<file path="config.mk">
export PLATFORM = sky130hd
export DESIGN_NAME = regfile_wr_arbiter
export DESIGN_NICKNAME = d
export VERILOG_FILES = /design/src/rtl/regfile_wr_arbiter.sv
export SDC_FILE = /design/constraint.sdc
export NUM_CORES = 1
export LEC_CHECK = 0
export CORE_MARGIN = 2
export CORE_UTILIZATION = 41
export CTS_BUF_LIST = sky130_fd_sc_hd__clkbuf_2 sky130_fd_sc_hd__clkbuf_4 sky130_fd_sc_hd__clkbuf_8
export CTS_CLUSTER_DIAMETER = 30
export DETAILED_ROUTE_END_ITERATION = 8
export PLACE_DENSITY = 0.81
export SETUP_SLACK_MARGIN = 0.4
export SLEW_MARGIN = 5
export SYNTH_ARGS = -nofsm -noshare
export SYNTH_HDL_FRONTEND = slang
export SYNTH_SLANG_ARGS = --single-unit
</file>
<file path="constraint.sdc">
create_clock -name clk -period 6.4 [get_ports clk]
set_input_delay 0.64 -clock clk [delete_from_list [all_inputs] [get_ports clk]]
set_output_delay 0.64 -clock clk [all_outputs]
set_load 0.01 [all_outputs]
</file>
<file path="src/rtl/regfile_wr_arbiter.sv">
// Round-robin arbiter sharing one register-file write port among N_REQ writeback sources.
// The granted write is registered one cycle; writes to x0 are consumed but never issued.
module regfile_wr_arbiter #(
    parameter int N_REQ = 3,
    parameter int AW    = 5,
    parameter int DW    = 32,
    parameter int CNT_W = 16
) (
    input  logic                clk,
    input  logic                rst,
    input  logic                en,
    input  logic [N_REQ-1:0]    req_valid,
    input  logic [N_REQ*AW-1:0] req_addr,
    input  logic [N_REQ*DW-1:0] req_data,
    output logic [N_REQ-1:0]    req_ready,
    output logic                reg_wr,
    output logic [AW-1:0]       waddr,
    output logic [DW-1:0]       wdata,
    output logic [CNT_W-1:0]    wr_count
);

    localparam int PTR_W = (N_REQ > 1) ? $clog2(N_REQ) : 1;

    logic [PTR_W-1:0] rr_ptr;
    logic [PTR_W-1:0] ptr_nxt_p0;
    logic [N_REQ-1:0] gnt_p0;
    logic [AW-1:0]    win_addr_p0;
    logic [DW-1:0]    win_data_p0;
    logic             vld_p0;
    logic             issue_p0;

    function automatic logic [CNT_W-1:0] sat_inc(input logic [CNT_W-1:0] v);
        if (&v)
            return v;
        return v + 1'b1;
    endfunction

    // Stage p0: combinational round-robin scan starting at rr_ptr
    always_comb begin
        logic             found;
        logic [PTR_W-1:0] sel;
        int               idx;
        found       = 1'b0;
        sel         = '0;
        idx         = 0;
        gnt_p0      = '0;
        win_addr_p0 = '0;
        win_data_p0 = '0;
        ptr_nxt_p0  = rr_ptr;
        for (int k = 0; k < N_REQ; k++) begin
            idx = (int'(rr_ptr) + k) % N_REQ;
            sel = PTR_W'(idx);
            if (en && !found && req_valid[sel]) begin
                found       = 1'b1;
                gnt_p0[sel] = 1'b1;
                win_addr_p0 = req_addr[sel*AW +: AW];
                win_data_p0 = req_data[sel*DW +: DW];
                ptr_nxt_p0  = PTR_W'((idx + 1) % N_REQ);
            end
        end
    end

    assign req_ready = rst ? '0 : gnt_p0;
    assign vld_p0    = |(req_valid & req_ready);
    assign issue_p0  = vld_p0 && (win_addr_p0 != '0);

    // Stage p1: registered write toward the register file
    always_ff @(posedge clk or posedge rst) begin
        if (rst) begin
            rr_ptr   <= '0;
            reg_wr   <= 1'b0;
            waddr    <= '0;
            wdata    <= '0;
            wr_count <= '0;
        end else begin
            reg_wr <= issue_p0;
            if (vld_p0)
                rr_ptr <= ptr_nxt_p0;
            if (issue_p0) begin
                waddr    <= win_addr_p0;
                wdata    <= win_data_p0;
                wr_count <= sat_inc(wr_count);
            end
        end
    end

endmodule
</file>
==> results_tabular.tex, run 1 <==
\begin{tabular}{lr}
\hline
Metric & Value \\
\hline
\multicolumn{2}{l}{\textbf{Floorplan}} \\
Width of the die & 107 µm \\
Starting density of the core & 0.424 \\
Rows & 37 \\
Num ports & 174 \\
Vertical die dimension & 107 µm \\
Floorplan core area & 10300 µm² \\
Die footprint & 11500 µm² \\
\multicolumn{2}{l}{\textbf{Synth}} \\
Simple logic cell fraction of the synthesized area & 0.183 \\
Most common flop cell mapped by yosys & sky130\_fd\_sc\_hd\_\_dfrtp\_1 \\
Top cells by area in the synthesized netlist & sky130\_fd\_sc\_hd\_\_dfrtp\_1 32\%, sky130\_fd\_sc\_hd\_\_a222oi\_1 7.8\%, sky130\_fd\_sc\_hd\_\_a21oi\_1 5.8\%, sky130\_fd\_sc\_hd\_\_ha\_1 4.9\%, sky130\_fd\_sc\_hd\_\_nor2\_1 4.7\% \\
Post-Synth XOR/XNOR Area & 0.0398 \\
Count of flip-flops with a built-in enable after synthesis & 0 \\
Synthesis Warnings & 0 \\
Top cell type by total area after synthesis & sky130\_fd\_sc\_hd\_\_dfrtp\_1 \\
Seq cells post-synth & 56 \\
Mapped Nets & 634 \\
Area of the mapped netlist & 4370 µm² \\
Compound-cell area share of the yosys netlist & 0.326 \\
Async set or reset register ratio after synthesis & 1.00 \\
Library cells used by synthesis & 80 \\
Cell count after synthesis & 500 \\
Fraction of the mapped netlist area in adder cells & 0.0486 \\
Post-synth top area share & 0.320 \\
Fraction of the yosys area taken by sequential cells & 0.320 \\
Main combinational cell family by area after synthesis & compound AO/OA/AOI/OAI gates \\
Mean instance size in the synthesized netlist & 8.75 µm² \\
Share of synthesized area spent on multiplexers & 0.0318 \\
\multicolumn{2}{l}{\textbf{Clocking}} \\
CTS HTree Levels & 2 \\
Hold buffer count at cts & 0 \\
Maximum number of buffers from clock root to sink & 2 \\
Skew-Pair Late Insertion Delay & 0.32 ns \\
Cell at the root of the clock tree & sky130\_fd\_sc\_hd\_\_clkbuf\_8 \\
Clock tree from TritonCTS & done \\
CTS clock-pin slew for the worst setup and hold paths & 0.11 ns \\
Number of sinks handled by clock tree synthesis & 56 \\
Inserted Clock Buffers & 5 \\
\multicolumn{2}{l}{\textbf{Placed design}} \\
Half-perimeter wire length after detailed placement & 12.6 mm \\
Gpl congestion & 0.931 \\
PortBufs & 173 \\
Post-Place Cell Area & 6490 µm² \\
\multicolumn{2}{l}{\textbf{Pwr}} \\
Internal cell power & 1.85 mW \\
Portion of total power attributed to the clock network & 0.057 \\
Power density over cell area & 517 nW/µm² \\
Seq pwr share & 0.168 \\
Power spent charging and discharging nets & 1.66 mW \\
Sw Ratio & 0.474 \\
Fraction of power consumed by combinational cells & 0.775 \\
Largest voltage drop on the vdd net & 208 µV \\
Static leakage & 2.77 nW \\
\multicolumn{2}{l}{\textbf{Min path}} \\
HP Class & flop to flop \\
\multicolumn{2}{l}{\textbf{Detailed routing}} \\
DRC viols & 0 \\
Remaining antenna violation count after routing & 0 \\
Sum of routed wire length over all layers & 16.3 mm \\
Via count & 5114 \\
First DRT Iteration DRCs & 353 \\
Per-cell routed wire length & 19.4 µm \\
Detailed Routing Iterations Pass 1 & 9 \\
Vias per inst & 6.10 \\
\multicolumn{2}{l}{\textbf{Setup path}} \\
Capturing element type of the critical path & flop \\
Critical Path Most Common Cell & sky130\_fd\_sc\_hd\_\_ha\_1 \\
Kind of start point of the critical path & flop \\
Buf/Inv on CP & 5 \\
Longest individual stage delay on the worst path & 0.47 ns \\
Critical path's top delay family & compound AO/OA/AOI/OAI gates \\
Worst EP required & 6.62 ns \\
Critical path data arrival time & 5.88 ns \\
Type of the worst setup path & flop to flop \\
Highest fanout seen on the critical path & 6 \\
Worst path slowest cell & sky130\_fd\_sc\_hd\_\_dfrtp\_2 \\
\multicolumn{2}{l}{\textbf{Timing}} \\
Final setup TNS & 0 ns \\
Part of the cycle the worst path needs & 0.884 \\
Worst Hold Margin & 0.500 ns \\
Hold violation total from the final report & 0 \\
Final max-slew violation count & 0 \\
Slew of the pin with the lowest slew margin & 0.875 ns \\
Fin Clk Skew & 0.00975 ns \\
Unrepaired setup endpoints after global routing & false \\
Endpoints failing setup & 0 \\
Achievable Freq & 177 MHz \\
Slew Limit Headroom & 0.416 \\
Min Clock Period, post-route & 5.66 ns \\
\multicolumn{2}{l}{\textbf{Global routing}} \\
Global-route wire length before repair & 25.4 mm \\
Via count of the first global-routing pass & 5126 \\
Number of antenna violations at the first check in global routing & 0 \\
Busiest layer in global routing & met2 \\
Largest net degree at the start of global routing & 74 \\
Global routing usage on met1 & 0.302 \\
Met3 layer usage reported by global route & 0.0587 \\
Global Route Usage Sum & 0.278 \\
GRT met2 Usage & 0.506 \\
Sum of overflow across all layers after global routing & 0 \\
\multicolumn{2}{l}{\textbf{Finish}} \\
Final std cell area, no fill & 6790 µm² \\
Final net count & 835 \\
Most used cells in the layout excluding fill and tap cells & 170 x sky130\_fd\_sc\_hd\_\_clkdlybuf4s50\_1, 55 x sky130\_fd\_sc\_hd\_\_nor2\_1, 55 x sky130\_fd\_sc\_hd\_\_dfrtp\_1 \\
Area added between synthesis and finish & 55.2\% \\
Proportion of layout cells with a drive suffix above 1 & 0.168 \\
N\_diodes & 0 \\
Commonest non-fill, non-tap cell in the layout & sky130\_fd\_sc\_hd\_\_clkdlybuf4s50\_1 \\
\multicolumn{2}{l}{\textbf{Job}} \\
Count of max-cap constraint violations & 0 \\
\multicolumn{2}{l}{\textbf{Outcome}} \\
Outcome & complete, no violations \\
\hline
\end{tabular}
metrics by stage:
stage,worst slack [ns],total power [mW],instances,utilization
floorplan,0.437,2.12,500,-
global placement,0.319,3.06,822,0.629
detailed placement,0.0547,3.11,822,0.629
CTS,0.416,3.36,830,0.642
global route,0.370,3.76,838,0.658
finish,0.740,3.51,838,0.658
synthesized netlist by cell type, drive strengths merged, types with 3 or more instances:
| cell | number |
|---|---|
| a31oi | 8 |
| and4 | 6 |
| nor4 | 3 |
| xnor2 | 17 |
| and2 | 7 |
| nor3 | 12 |
| nand3b | 3 |
| a31o | 4 |
| a21oi | 54 |
| o211a | 3 |
| inv | 19 |
| nand3 | 16 |
| a22o | 4 |
| o22ai | 3 |
| o211ai | 3 |
| a21o | 6 |
| ha | 17 |
| o21ai | 19 |
| and3 | 8 |
| nor2 | 56 |
| o21a | 6 |
| buf | 11 |
| nand4 | 10 |
| o32ai | 3 |
| clkbuf | 22 |
| a21boi | 4 |
| mux2 | 4 |
| a222oi | 34 |
| nand2 | 26 |
| dfrtp | 56 |
| mux2i | 9 |
| a221oi | 3 |
| a211oi | 3 |
timing repair:
| item | 4_1_cts | 5_1_grt |
|---|---|---|
| gates cloned | 0 | 0 |
| gates resized for setup | 11 | 24 |
| setup buffers | 0 | 8 |
| endpoints found under the setup margin | 2 | 2 |
| pin swaps | 0 | 9 |
registers in the layout, summed over array words and instances, names as in the netlist:
name      cells
wdata        32
wr_count     16
waddr         5
rr_ptr        2
reg_wr        1
power groups by stage:
| stage | Clock (mW) | Sequential (mW) | Combinational [mW] |
|---|---|---|---|
| 2_1_floorplan | 0 | 0.651 | 1.47 |
| 3_3_place_gp | 0 | 0.591 | 2.47 |
| 3_5_place_dp | 0 | 0.597 | 2.51 |
| 4_1_cts | 0.204 | 0.593 | 2.56 |
| 5_1_grt | 0.217 | 0.612 | 2.93 |
| 6_report | 0.201 | 0.591 | 2.72 |
logic make-up (layout without fill, tap and decap cells):
kind of cell / count (synthesis) / after routing
multiplexers: 13 / 13
buffers and inverters: 52 / 254
adder cells (fa/ha/maj): 17 / 17
AO/OA/AOI/OAI: 185 / 185
XOR/XNOR: 19 / 19
flip-flops: 56 / 56
AND/OR/NAND/NOR: 158 / 158
path summary, 6_finish.rpt:
kind                             start           to  slack (ns)  depth (start not counted)
max                          rr_ptr[0]    rr_ptr[1]        0.74                         27
min                        wr_count[6]  wr_count[6]        0.50                          1
max reg2reg                  rr_ptr[0]    rr_ptr[1]        0.74                         27
min reg2reg                wr_count[6]  wr_count[6]        0.50                          1
max in group asynchronous          rst    rr_ptr[0]        4.69                          3
min in group asynchronous          rst    wdata[14]        0.88                          2
metal layers:
| layer | part of all wire | wire (µm) | up-vias |
|---|---|---|---|
| li1 | - | - | 2352 |
| met1 | 0.37 | 5950 | 2450 |
| met2 | 0.51 | 8250 | 251 |
| met3 | 0.074 | 1210 | 61 |
| met4 | 0.053 | 860 | 0 |
| met5 | 0 | 0 | - |
final cells by class:
class / instances / area (µm²)
repair buffers: 227 / 2140
clock buffers: 5 / 68.8
flip-flops and latches: 56 / 1400
clock inverters: 3 / 21.3
fillers: 819 / 3530
well taps: 136 / 170
multi-input cells: 392 / 2910
inverters: 19 / 73.8
Note: power is estimated with default switching activity, not from simulation.
==> run 2: changes to the inputs <==
--- a/config.mk
+++ b/config.mk
@@ -5,11 +5,11 @@
 export SDC_FILE = /design/constraint.sdc
 export NUM_CORES = 1
 export LEC_CHECK = 0
-export CORE_MARGIN = 2
 export CORE_UTILIZATION = 41
 export CTS_BUF_LIST = sky130_fd_sc_hd__clkbuf_2 sky130_fd_sc_hd__clkbuf_4 sky130_fd_sc_hd__clkbuf_8
 export CTS_CLUSTER_DIAMETER = 30
 export DETAILED_ROUTE_END_ITERATION = 8
+export GPL_ROUTABILITY_DRIVEN = 0
 export PLACE_DENSITY = 0.81
 export SETUP_SLACK_MARGIN = 0.4
 export SLEW_MARGIN = 5
==> results_tabular.tex, run 2 (synthesis results as in run 1) <==
\begin{tabular}{lr}
\hline
Metric & Value \\
\hline
\multicolumn{2}{l}{\textbf{Detailed routing}} \\
Remaining antenna violation count after routing & 0 \\
DRC viols & 0 \\
Sum of routed wire length over all layers & 15.8 mm \\
First DRT Iteration DRCs & 405 \\
Per-cell routed wire length & 19.0 µm \\
Via count & 5096 \\
Detailed Routing Iterations Pass 1 & 6 \\
Vias per inst & 6.13 \\
\multicolumn{2}{l}{\textbf{Global routing}} \\
Global Route Usage Sum & 0.282 \\
Sum of overflow across all layers after global routing & 0 \\
Number of antenna violations at the first check in global routing & 0 \\
Global-route wire length before repair & 25.0 mm \\
Largest net degree at the start of global routing & 73 \\
Via count of the first global-routing pass & 5020 \\
\multicolumn{2}{l}{\textbf{Setup path}} \\
Critical path data arrival time & 5.95 ns \\
Crit path launch & rr\_ptr[0] \\
Buf/Inv on CP & 2 \\
Worst EP required & 6.62 ns \\
Type of the worst setup path & flop to flop \\
Highest fanout seen on the critical path & 9 \\
Kind of start point of the critical path & flop \\
Reg-to-reg startpoint & rr\_ptr[0] \\
Longest individual stage delay on the worst path & 0.46 ns \\
Critical path's top delay family & compound AO/OA/AOI/OAI gates \\
Capturing element type of the critical path & flop \\
Worst path slowest cell & sky130\_fd\_sc\_hd\_\_dfrtp\_2 \\
\multicolumn{2}{l}{\textbf{Timing}} \\
Final max-slew violation count & 0 \\
Fin Clk Skew & 0.0100 ns \\
Part of the cycle the worst path needs & 0.895 \\
Unrepaired setup endpoints after global routing & false \\
Achievable Freq & 175 MHz \\
Hold violation total from the final report & 0 \\
Slew Limit Headroom & 0.428 \\
Endpoints failing setup & 0 \\
Slew of the pin with the lowest slew margin & 0.859 ns \\
Final setup TNS & 0 ns \\
Min Clock Period, post-route & 5.73 ns \\
\multicolumn{2}{l}{\textbf{Clocking}} \\
Inserted Clock Buffers & 5 \\
CTS HTree Levels & 2 \\
CTS clock-pin slew for the worst setup and hold paths & 0.10 ns \\
Clock tree from TritonCTS & done \\
Number of sinks handled by clock tree synthesis & 56 \\
Maximum number of buffers from clock root to sink & 2 \\
Cell at the root of the clock tree & sky130\_fd\_sc\_hd\_\_clkbuf\_8 \\
Skew-Pair Late Insertion Delay & 0.32 ns \\
\multicolumn{2}{l}{\textbf{Outcome}} \\
Outcome & complete, no violations \\
\multicolumn{2}{l}{\textbf{Floorplan}} \\
Num ports & 174 \\
Rows & 37 \\
Die footprint & 11100 µm² \\
Width of the die & 105 µm \\
Starting density of the core & 0.424 \\
Floorplan core area & 10300 µm² \\
Vertical die dimension & 105 µm \\
\multicolumn{2}{l}{\textbf{Finish}} \\
Number of filler instances in the final layout & 802 \\
Sequential cell area & 1400 µm² \\
Leading registers by flop count & wdata (32), wr\_count (16), waddr (5) \\
Commonest non-fill, non-tap cell in the layout & sky130\_fd\_sc\_hd\_\_clkdlybuf4s50\_1 \\
Proportion of layout cells with a drive suffix above 1 & 0.154 \\
Final net count & 828 \\
Most used cells in the layout excluding fill and tap cells & 170 x sky130\_fd\_sc\_hd\_\_clkdlybuf4s50\_1, 55 x sky130\_fd\_sc\_hd\_\_dfrtp\_1, 54 x sky130\_fd\_sc\_hd\_\_nor2\_1 \\
Area of the multi-input gates & 2880 µm² \\
Final design utilization & 0.650 \\
Number of flip-flops in the largest register & 32 \\
N\_diodes & 0 \\
Area added between synthesis and finish & 53.5\% \\
Register bank with the most flops & wdata \\
\multicolumn{2}{l}{\textbf{Job}} \\
Count of max-cap constraint violations & 0 \\
\multicolumn{2}{l}{\textbf{Min path}} \\
HP Class & flop to flop \\
Start point of the worst hold path & wr\_count[8] \\
\multicolumn{2}{l}{\textbf{Pwr}} \\
Total power draw & 3.41 mW \\
Power density over cell area & 508 nW/µm² \\
Largest voltage drop on the vdd net & 256 µV \\
Static leakage & 2.74 nW \\
\multicolumn{2}{l}{\textbf{Placed design}} \\
PortBufs & 173 \\
Half-perimeter wire length after detailed placement & 12.1 mm \\
\hline
\end{tabular}
run 2: changes by cell type in the layout (fill, tap and decap cells not counted), sizes merged:
cell | before | now
inv | 20 | 19
buf | 54 | 47
clkbuf | 5 | 6
run 2: path summary, 6_finish.rpt:
check,endpoint,slack (ns),depth (start not counted)
setup reg to reg,rr_ptr[1],0.67,28
max in group asynchronous,rr_ptr[0],4.74,3
min in group asynchronous,wdata[28],0.83,2
hold / removal,wr_count[8],0.50,1
hold reg to reg,wr_count[8],0.50,1
setup / recovery,rr_ptr[1],0.67,28
run 2: what timing repair did:
action,in CTS,in global routing
hold buffers,0,0
cloned,0,0
buffers inserted,0,9
setup endpoints to repair,2,2
resized for setup,9,23
pin swaps,0,13
run 2: layout make-up:
class,count,area share
multi-input cells,392,0.429
well taps,136,0.0253
flip-flops and latches,56,0.209
repair buffers,220,0.312
inverters,19,0.0110
clock inverters,2,0.00242
clock buffers,6,0.0114
run 2: metal layers:
| metal | global-route usage | wire [µm] |
|---|---|---|
| met5 | 0 | 0 |
| met3 | 0.0612 | 1250 |
| met4 | 0.148 | 779 |
| met1 | 0.313 | 5640 |
| met2 | 0.502 | 8120 |
run 2: report_power, final:
part	internal, mW	switching, mW	total [mW]	leakage [nW]
registers	0.500	0.0891	0.589	0.690
clock network	0.0825	0.122	0.204	0.0448
logic	1.20	1.42	2.62	2.01
run 2: metrics by stage:
| step | hold WS [ns] | area [µm²] | worst slack, ns | cells |
|---|---|---|---|---|
| 2_1_floorplan | 0.515 | 4380 | 0.437 | 500 |
| 6_report | 0.497 | 6710 | 0.674 | 831 |
| 3_5_place_dp | 0.482 | 6430 | 0.0548 | 814 |
| 4_1_cts | 0.499 | 6550 | 0.411 | 822 |
| 3_3_place_gp | 0.475 | 6430 | 0.333 | 814 |
| 5_1_grt | 0.520 | 6710 | 0.263 | 831 |
